## src/rtl/decryption_r2_if.sv

```systemverilog
// Request/result bundle for decryption_r2: operands in, busy/done/err and the
// recovered key and plaintext out, plus the FSM state for observation.
interface decryption_r2_if #(
   parameter int EXP_W = 64,
   parameter int P_W   = 32
);
   // start is a one-shot request: it is taken only while busy is low and the
   // block is idle; there is no back-pressure, the requester watches busy/done.
   logic             start;
   logic [EXP_W-1:0] c1;
   logic [P_W-1:0]   p;
   logic [EXP_W-1:0] exp;
   logic             busy;
   logic             done;
   logic             err;
   logic [EXP_W-1:0] k_o;
   logic [EXP_W-1:0] r2_o;
   logic [1:0]       fsm_state;

   modport master (
      output start, c1, p, exp,
      input  busy, done, err, k_o, r2_o, fsm_state
   );

   modport slave (
      input  start, c1, p, exp,
      output busy, done, err, k_o, r2_o, fsm_state
   );
endinterface

```

## src/rtl/decryption_r2.sv

```systemverilog
// Receiver R2 stage: k = exp mod p by bit-serial restoring remainder, r2 = c1 ^ k.
// Optional macro DECRYPT_FAST_PATH_EN: exp < p skips the serial reduction.
module decryption_r2 #(
   parameter int EXP_W = 64,
   parameter int P_W   = 32
) (
   input logic               clk,
   input logic               rst,
   decryption_r2_if.slave    bus
);
   localparam int CNT_W = $clog2(EXP_W);

   typedef enum logic [1:0] {
      IDLE = 2'd0,
      CALC = 2'd1,
      FIN  = 2'd2
   } state_t;

   state_t           state;
   logic [EXP_W-1:0] c1_q;
   logic [P_W-1:0]   p_q;
   logic [EXP_W-1:0] exp_q;
   logic [P_W:0]     rem;
   logic [CNT_W-1:0] cnt;
   logic             busy;
   logic             done;
   logic             err;
   logic [EXP_W-1:0] k_o;
   logic [EXP_W-1:0] r2_o;

   logic [P_W:0]     t;
   logic [P_W:0]     rem_next;
   logic             fast_ok;

   // One restoring step: shift in the next exponent bit, subtract p if it fits.
   always_comb begin
      t        = {rem[P_W-1:0], exp_q[cnt]};
      rem_next = t;
      if (t >= {1'b0, p_q}) begin
         rem_next = t - {1'b0, p_q};
      end
   end

`ifdef DECRYPT_FAST_PATH_EN
   assign fast_ok = (bus.exp < {{(EXP_W-P_W){1'b0}}, bus.p});
`else
   assign fast_ok = 1'b0;
`endif

   always_ff @(posedge clk or negedge rst) begin
      if (!rst) begin
         state <= IDLE;
         c1_q  <= '0;
         p_q   <= '0;
         exp_q <= '0;
         rem   <= '0;
         cnt   <= '0;
         busy  <= 1'b0;
         done  <= 1'b0;
         err   <= 1'b0;
         k_o   <= '0;
         r2_o  <= '0;
      end else begin
         done <= 1'b0;
         err  <= 1'b0;
         case (state)
            IDLE: begin
               if (bus.start) begin
                  c1_q  <= bus.c1;
                  p_q   <= bus.p;
                  exp_q <= bus.exp;
                  cnt   <= CNT_W'(EXP_W - 1);
                  busy  <= 1'b1;
                  if (bus.p == '0) begin
                     rem   <= '0;
                     state <= FIN;
                  end else if (fast_ok) begin
                     rem   <= {1'b0, bus.exp[P_W-1:0]};
                     state <= FIN;
                  end else begin
                     rem   <= '0;
                     state <= CALC;
                  end
               end
            end
            CALC: begin
               rem <= rem_next;
               cnt <= cnt - 1'b1;
               if (cnt == '0) begin
                  state <= FIN;
               end
            end
            FIN: begin
               done  <= 1'b1;
               busy  <= 1'b0;
               state <= IDLE;
               if (p_q == '0) begin
                  err  <= 1'b1;
                  k_o  <= '0;
                  r2_o <= '0;
               end else begin
                  // rem[P_W] is always zero here, so this is a plain zero-extension.
                  k_o  <= EXP_W'(rem);
                  r2_o <= c1_q ^ EXP_W'(rem);
               end
            end
            default: begin
               state <= IDLE;
               busy  <= 1'b0;
            end
         endcase
      end
   end

   assign bus.busy      = busy;
   assign bus.done      = done;
   assign bus.err       = err;
   assign bus.k_o       = k_o;
   assign bus.r2_o      = r2_o;
   assign bus.fsm_state = state;
endmodule

```

## src/flat_wrapper.sv

```systemverilog
// flat-port wrapper written by rule: the top's interface ports become plain ports
module decryption_r2_flat 
#(
   parameter int EXP_W = 64,
   parameter int P_W   = 32
)
  (clk, rst, bus_start, bus_c1, bus_p, bus_exp, bus_busy, bus_done, bus_err, bus_k_o, bus_r2_o, bus_fsm_state);
  decryption_r2_if #(.EXP_W(EXP_W), .P_W(P_W)) bus_i ();
  input logic clk;
  input logic rst;
  input wire logic [$bits(bus_i.start)-1:0] bus_start;
  input wire logic [$bits(bus_i.c1)-1:0] bus_c1;
  input wire logic [$bits(bus_i.p)-1:0] bus_p;
  input wire logic [$bits(bus_i.exp)-1:0] bus_exp;
  output wire logic [$bits(bus_i.busy)-1:0] bus_busy;
  output wire logic [$bits(bus_i.done)-1:0] bus_done;
  output wire logic [$bits(bus_i.err)-1:0] bus_err;
  output wire logic [$bits(bus_i.k_o)-1:0] bus_k_o;
  output wire logic [$bits(bus_i.r2_o)-1:0] bus_r2_o;
  output wire logic [$bits(bus_i.fsm_state)-1:0] bus_fsm_state;
  assign bus_i.start = bus_start;
  assign bus_i.c1 = bus_c1;
  assign bus_i.p = bus_p;
  assign bus_i.exp = bus_exp;
  assign bus_busy = bus_i.busy;
  assign bus_done = bus_i.done;
  assign bus_err = bus_i.err;
  assign bus_k_o = bus_i.k_o;
  assign bus_r2_o = bus_i.r2_o;
  assign bus_fsm_state = bus_i.fsm_state;
  decryption_r2 #(.EXP_W(EXP_W), .P_W(P_W)) u_core (.clk(clk), .rst(rst), .bus(bus_i));
endmodule
```

## config.mk

```make
export PLATFORM = sky130hd
export DESIGN_NAME = decryption_r2_flat
export DESIGN_NICKNAME = d
export VERILOG_FILES = /design/src/rtl/decryption_r2_if.sv /design/src/rtl/decryption_r2.sv /design/src/flat_wrapper.sv
export SDC_FILE = /design/constraint.sdc
export NUM_CORES = 1
export LEC_CHECK = 0
export BUFFER_PORTS_ARGS = -buffer_cell sky130_fd_sc_hd__buf_2
export CAP_MARGIN = 5
export CORE_ASPECT_RATIO = 0.9
export CORE_UTILIZATION = 40
export CTS_CLUSTER_DIAMETER = 50
export DETAILED_ROUTE_END_ITERATION = 6
export PLACE_DENSITY_LB_ADDON = 0.25
export SYNTH_ARGS = -nofsm -noshare
export SYNTH_HDL_FRONTEND = slang
export SYNTH_SLANG_ARGS = --single-unit
```

## constraint.sdc

```tcl
create_clock -name clk -period 5.4 [get_ports clk]
set_input_delay 0.54 -clock clk [delete_from_list [all_inputs] [get_ports clk]]
set_output_delay 0.54 -clock clk [all_outputs]
set_load 0.005 [all_outputs]
```

==> results of run 1 <==
==> layer usage <==
metal / global-route usage (%) / part of all wire, % / up-vias
met5: 0 / 0.032 / -
met1: 32.9 / 49 / 5752
met3: 3.62 / 6.4 / 55
met4: 5.94 / 2.0 / 2
li1: - / - / 5889
met2: 31.9 / 42 / 380
==> layout make-up <==
cell class | count | area, um2
Clock buffer | 49 | 1030
Clock inverter | 18 | 205
Fill cell | 3486 | 18700
Inverter | 43 | 161
Multi-Input combinational cell | 1202 | 6550
Sequential cell | 301 | 7530
Tap cell | 476 | 596
Timing Repair Buffer | 277 | 1450
==> registers in the layout, indices dropped and copies added, names as in the netlist <==
register and count:
u_core.bus.fsm_state 2, u_core.bus.err 1, u_core.cnt 6, u_core.bus.busy 1
u_core.rem 33, u_core.c1_q 64, u_core.exp_q 64, u_core.bus.k_o 33
u_core.p_q 32, u_core.bus.r2_o 64, u_core.bus.done 1
==> synth_stat cells (all sizes together), types with 14 or more instances <==
master	count	area, um2
nand2	601	2260
dfrtp	301	7530
o21ai	134	671
clkbuf	78	293
buf	51	349
nand3	49	245
xnor2	46	403
a21oi	43	226
inv	43	161
o31ai	37	278
ha	34	425
nor2	28	105
mux2i	21	210
nor4	19	119
mux4	18	405
xor2	15	131
o211ai	14	105
==> stage by stage <==
| step | util, % | cells | total power, W | instance area (um2) | setup slack, ns |
|---|---|---|---|---|---|
| 2_1_floorplan | - | 1675 | 0.00722 | 14900 | 1.42 |
| 3_3_place_gp | 44.9 | 2299 | 0.00834 | 16300 | 0.835 |
| 3_5_place_dp | 44.9 | 2299 | 0.00843 | 16300 | 0.685 |
| 4_1_cts | 48.3 | 2366 | 0.0110 | 17500 | 0.671 |
| 5_1_grt | 48.3 | 2366 | 0.0117 | 17500 | 0.240 |
| 6_report | 48.3 | 2366 | 0.0109 | 17500 | 0.679 |
==> power groups by stage <==
| stage | clock, W | combinational (W) | sequential, W |
|---|---|---|---|
| detailed placement | 0 | 0.00465 | 0.00378 |
| finish | 0.00249 | 0.00469 | 0.00374 |
| global route | 0.00264 | 0.00523 | 0.00384 |
| global placement | 0 | 0.00459 | 0.00376 |
| floorplan | 0 | 0.00378 | 0.00344 |
| CTS | 0.00255 | 0.00468 | 0.00374 |
==> critical path, cell delays in order (launching register included) <==
cell and delay, ns:
dfrtp_1 0.65, buf_4 0.33, mux4_2 0.52, mux4_2 0.48, a32oi_1 0.18, o21a_1 0.21, ha_1 0.21, fa_1 0.22
nand2b_1 0.14, a21oi_1 0.12, o21ai_0 0.27, nor2b_1 0.35, o311ai_1 0.24, a31oi_1 0.26, nor4bb_1 0.32, nor3_1 0.08
==> cells by family (layout without fill, tap and decap cells) <==
kind of cell,after synthesis,in the layout
AOI/OAI and AO/OA,288,288
xor gates and xnor gates,61,61
adders and majority gates,35,35
buffers and inverters,172,387
DFF,301,301
muxes,39,39
other,1,31
and+or+nand+nor,748,748
==> path summary, 6_finish.rpt <==
check | start | endpoint | slack (ns) | cells after the start
max | u_core.cnt[0] | u_core.rem[32] | 0.68 | 15
min reg2reg | u_core.bus.r2_o[1] | u_core.bus.r2_o[1] | 0.47 | 2
max in group asynchronous | rst | u_core.c1_q[49] | 4.10 | 2
max reg2reg | u_core.cnt[0] | u_core.rem[32] | 0.68 | 15
min in group clk | bus_exp[52] | u_core.exp_q[52] | 0.20 | 3
min | rst | u_core.c1_q[53] | 0.05 | 1
==> results_dict.tcl, run 1 <==
set metrics [dict create \
    post_drt_wl_per_cell_um 17.3 \
    clkSinkCount 301 \
    die_x_um 204 \
    viasPerCell 5.10 \
    combPwrFrac_pct 42.9 \
    synth_area_per_cell_um2 8.96 \
    path_max_fanout 12 \
    clk_pin_slew_ns 0.06 \
    ys_types 60 \
    status "finished, final reports clean" \
    synth_compound_area_share_pct 12.0 \
    start_kind "flop" \
    grt_use_total_pct 21.7 \
    endpoint_kind "flop" \
    worst_pin_slew_ns 1.07 \
    internal_power_w 0.00658 \
    gr-total-overflow 0 \
    htreeDepth 2 \
    ir_drop_uv 251 \
    yosys.area_share.simple_pct 20.7 \
    seq_power_share_pct 34.3 \
    synth_area_um2 14700 \
    final_common_cell "nand2_1" \
    final_antenna_net_count 0 \
    drc 0 \
    fin_skew_ns 0.0172 \
    muxShareOfSynthArea_pct 4.18 \
    drive_above_1_share_pct 19.3 \
    hold_path.class "in -> async" \
    drt_iter0_drc 830 \
    start_util_pct 40.7 \
    synthCells 1645 \
    final_cell_mix "nand2_1 (599), dfrtp_1 (301), buf_2 (263), o21ai_0 (120), nand3_1 (49)" \
    clockPowerShare_pct 22.8 \
    die_h_um 184 \
    ys_ff_latch 301 \
    ys_async_sr_fraction_pct 100 \
    antenna_found_initial 1 \
    worstPathArrival_ns 5.12 \
    maxCapViolCount 0 \
    synth-main-ff-cell "dfrtp_1" \
    cts-resized-gates 0 \
    cts_tree "built" \
    numPortBuffers 264 \
    fin_setup_tns_ns 0 \
    synth_edf_count 0 \
    diodes 0 \
    drv_slew 0 \
    finalSetupViolCount 0 \
    root_buffer "clkbuf_16" \
    clockBufferDepth 3 \
    ys_seq_area_share_pct 51.1 \
    area_growth_pct 18.9 \
    hold_viol_final 0 \
    pin_count 296 \
    grt_max_degree 135 \
    swShare_pct 39.7 \
    dr.pass1.iters 5 \
    synth_adder_area_share_pct 3.02 \
    post-dp-hpwl_um 28700 \
    die_area_um2 37600 \
    core_area_um2 36300 \
    numCtsBuffers 37 \
    rows 66 \
    finalCriticalPeriod_ns 4.72 \
    grt_pass1_wl_um 64800 \
    routed_wl_um 40800 \
    vias 12078 \
    synth_xor_area_share_pct 3.62 \
    path_class "reg -> reg" \
    place.gp.congestion 0.897 \
    hold_ws_ns 0.0454 \
    postCtsHoldBufs 0 \
    grt_pass1_vias 11859 \
    nets 2060 \
    period_share_pct 87.4 \
    clock_latency_ns 0.53 \
    crit_required_ns 5.80 \
    post_cts_buffers 0 \
    switchingPower_w 0.00434 \
    cellLeakagePower_nw 8.73 \
    yosysWarnings 0 \
    max_slew_margin_pct 28.8 \
    synth_top_family_by_area "simple AND/OR/NAND/NOR gates" \
    rsz0062_at_grt "false" \
    power_density_nw_per_um2 623 \
    fmax_mhz 212 \
]
(Power assumes the default switching activity.)
==> run 2, diff against run 1 <==
- CAP_MARGIN: 5 -> 10
- clock period: 5.4 -> 3.8 ns (I/O delays scaled with it)
==> run 2 against run 1 <==
The flow now finishes with violations (negative setup slack). Clock power is 38% higher. Die area unchanged. First-iteration DRC count is 13% higher. Total power up 53%. Hold slack got worse by 0.0023 ns. Combinational power is 70% higher. Register-to-register slack got worse by 0.75 ns. Largest cell class unchanged. Highest routed layer is now met4.
==> results_dict.tcl, run 2 (synthesized netlist as in run 1, its figures left out) <==
set metrics [dict create \
    worstPathArrival_ns 4.31 \
    grt_util_met3_pct 3.41 \
    vias 12452 \
    fin_skew_ns 0.0138 \
    top_regs "u_core.bus.r2_o x64, u_core.c1_q x64, u_core.exp_q x64" \
    status "finished with violations" \
    use_met2_pct 33.2 \
    hold_ws_ns 0.0431 \
    drt_iter0_drc 941 \
    start_kind "flop" \
    fmax_mhz 258 \
    post_drt_wl_per_cell_um 17.5 \
    die_x_um 204 \
    area_growth_pct 23.6 \
    critPathCapture "u_core.rem[32]" \
    maxCapViolCount 0 \
    final_common_cell "nand2_1" \
    seqCellArea_um2 7530 \
    finalSetupViolCount 6 \
    cellLeakagePower_nw 9.04 \
    worst_pin_slew_ns 0.941 \
    path_max_fanout 6 \
    max_slew_margin_pct 37.3 \
    final_cell_mix "nand2_1 (598), dfrtp_1 (300), buf_2 (263), o21ai_0 (114), nand3_1 (47)" \
    hold_path.class "in -> reg" \
    htreeDepth 2 \
    drive_above_1_share_pct 23.1 \
    grt_max_degree 135 \
    start_util_pct 40.7 \
    period_share_pct 102 \
    rr_worst_depth 16 \
    final_antenna_net_count 0 \
    numCtsBuffers 36 \
    place_ws_ns -0.296 \
    clk_pin_slew_ns 0.06 \
    routed_wl_um 42100 \
    endpoint_kind "flop" \
    place.gp.congestion 0.885 \
    multi_input_area_um2 6780 \
    hold_viol_final 0 \
    root_buffer "clkbuf_16" \
    viasPerCell 5.17 \
    post-route-worst-setup-slack_ns -0.0762 \
    violations "negative setup slack" \
    fillers 3468 \
    clkSinkCount 301 \
    grt_use_total_pct 22.6 \
    drv_slew 0 \
    post-dp-hpwl_um 29600 \
    reg2reg_from "u_core.cnt[0]" \
    ir_drop_uv 434 \
    clockBufferDepth 3 \
    core_area_um2 36300 \
    rows 66 \
    grt_pass1_vias 12215 \
    pin_count 296 \
    grt.busiest_layer "met1" \
    rr_endpoint "u_core.rem[32]" \
    die_area_um2 37600 \
    dr.pass1.iters 5 \
    gr-total-overflow 0 \
    power_density_nw_per_um2 917 \
    clock_latency_ns 0.52 \
    finalCriticalPeriod_ns 3.88 \
    cts_tree "built" \
    diodes 0 \
    die_h_um 184 \
    crit_required_ns 4.23 \
    r2r_slack_ns -0.08 \
    antenna_found_initial 0 \
    met1_usage_pct 34.3 \
    path_class "reg -> reg" \
    numPortBuffers 264 \
    rsz0062_at_grt "true" \
    startpoint "u_core.cnt[0]" \
    grt_pass1_wl_um 66900 \
    nets 2108 \
    drc 0 \
]
-- run 2: layer usage --
layer  wire length (um)  part of all wire (%)
met3               2660                   6.3
met1              20500                    49
met2              18100                    43
met4                903                   2.1
met5                  0                     0
-- run 2: area by class of cell --
class,count,share of cell area (%)
clock buffer,51,5.98
clock inverter,11,0.598
inverter,43,0.886
multi-input combinational,1202,37.2
sequential,301,41.4
tap,476,3.27
timing repair buffer,326,10.7
-- run 2: timing repair --
item	4_1_cts	5_1_grt
pin swaps	13	19
hold buffers	1	0
gates cloned	1	1
hold endpoints to repair	30	0
setup buffers	4	9
endpoints found under the setup margin	30	33
resized for setup	28	34
-- run 2: how the worst min path moves through the flow --
stage / startpoint / endpoint / cells after the start / slack [ns]
after floorplan: rst / u_core.bus.busy / 0 / 0.08
after global placement: u_core.bus.r2_o[31] / u_core.bus.r2_o[31] / 2 / 0.46
after detailed placement: u_core.exp_q[54] / u_core.exp_q[54] / 2 / 0.46
after CTS: bus_c1[15] / u_core.c1_q[15] / 3 / 0.02
after global routing: bus_exp[5] / u_core.exp_q[5] / 3 / 0.04
final: bus_exp[54] / u_core.exp_q[54] / 3 / 0.04
-- run 2: power breakdown --
group / internal, W / leakage [nW] / switching (W) / total (W)
logic: 0.00376 / 4.65 / 0.00421 / 0.00798
clock network: 0.00207 / 0.592 / 0.00136 / 0.00344
registers: 0.00428 / 3.80 / 0.00100 / 0.00528
total: 0.0101 / 9.04 / 0.00658 / 0.0167
-- run 2: through the flow --
step	std cells	util, %	instance area, um2	TNS, ns	power, W
after floorplan	1675	-	14900	0	0.0103
after global placement	2333	45.8	16600	-1.39	0.0122
after detailed placement	2333	45.8	16600	-3.17	0.0124
after CTS	2400	49.5	18000	-0.0808	0.0162
after global routing	2410	50.2	18200	-4.66	0.0179
final	2410	50.2	18200	-0.207	0.0167
-- run 2: critical path: stages, from the launching register on --
cell,delay (ns)
dfrtp_2,0.41
buf_12,0.15
mux4_2,0.50
mux4_2,0.53
a32oi_1,0.22
o21a_1,0.23
ha_4,0.17
fa_2,0.21
nand2b_4,0.13
a21oi_2,0.06
o21ai_2,0.19
nor2b_4,0.23
o311ai_4,0.10
a31oi_1,0.28
buf_4,0.16
a311oi_2,0.09
nor3_1,0.13
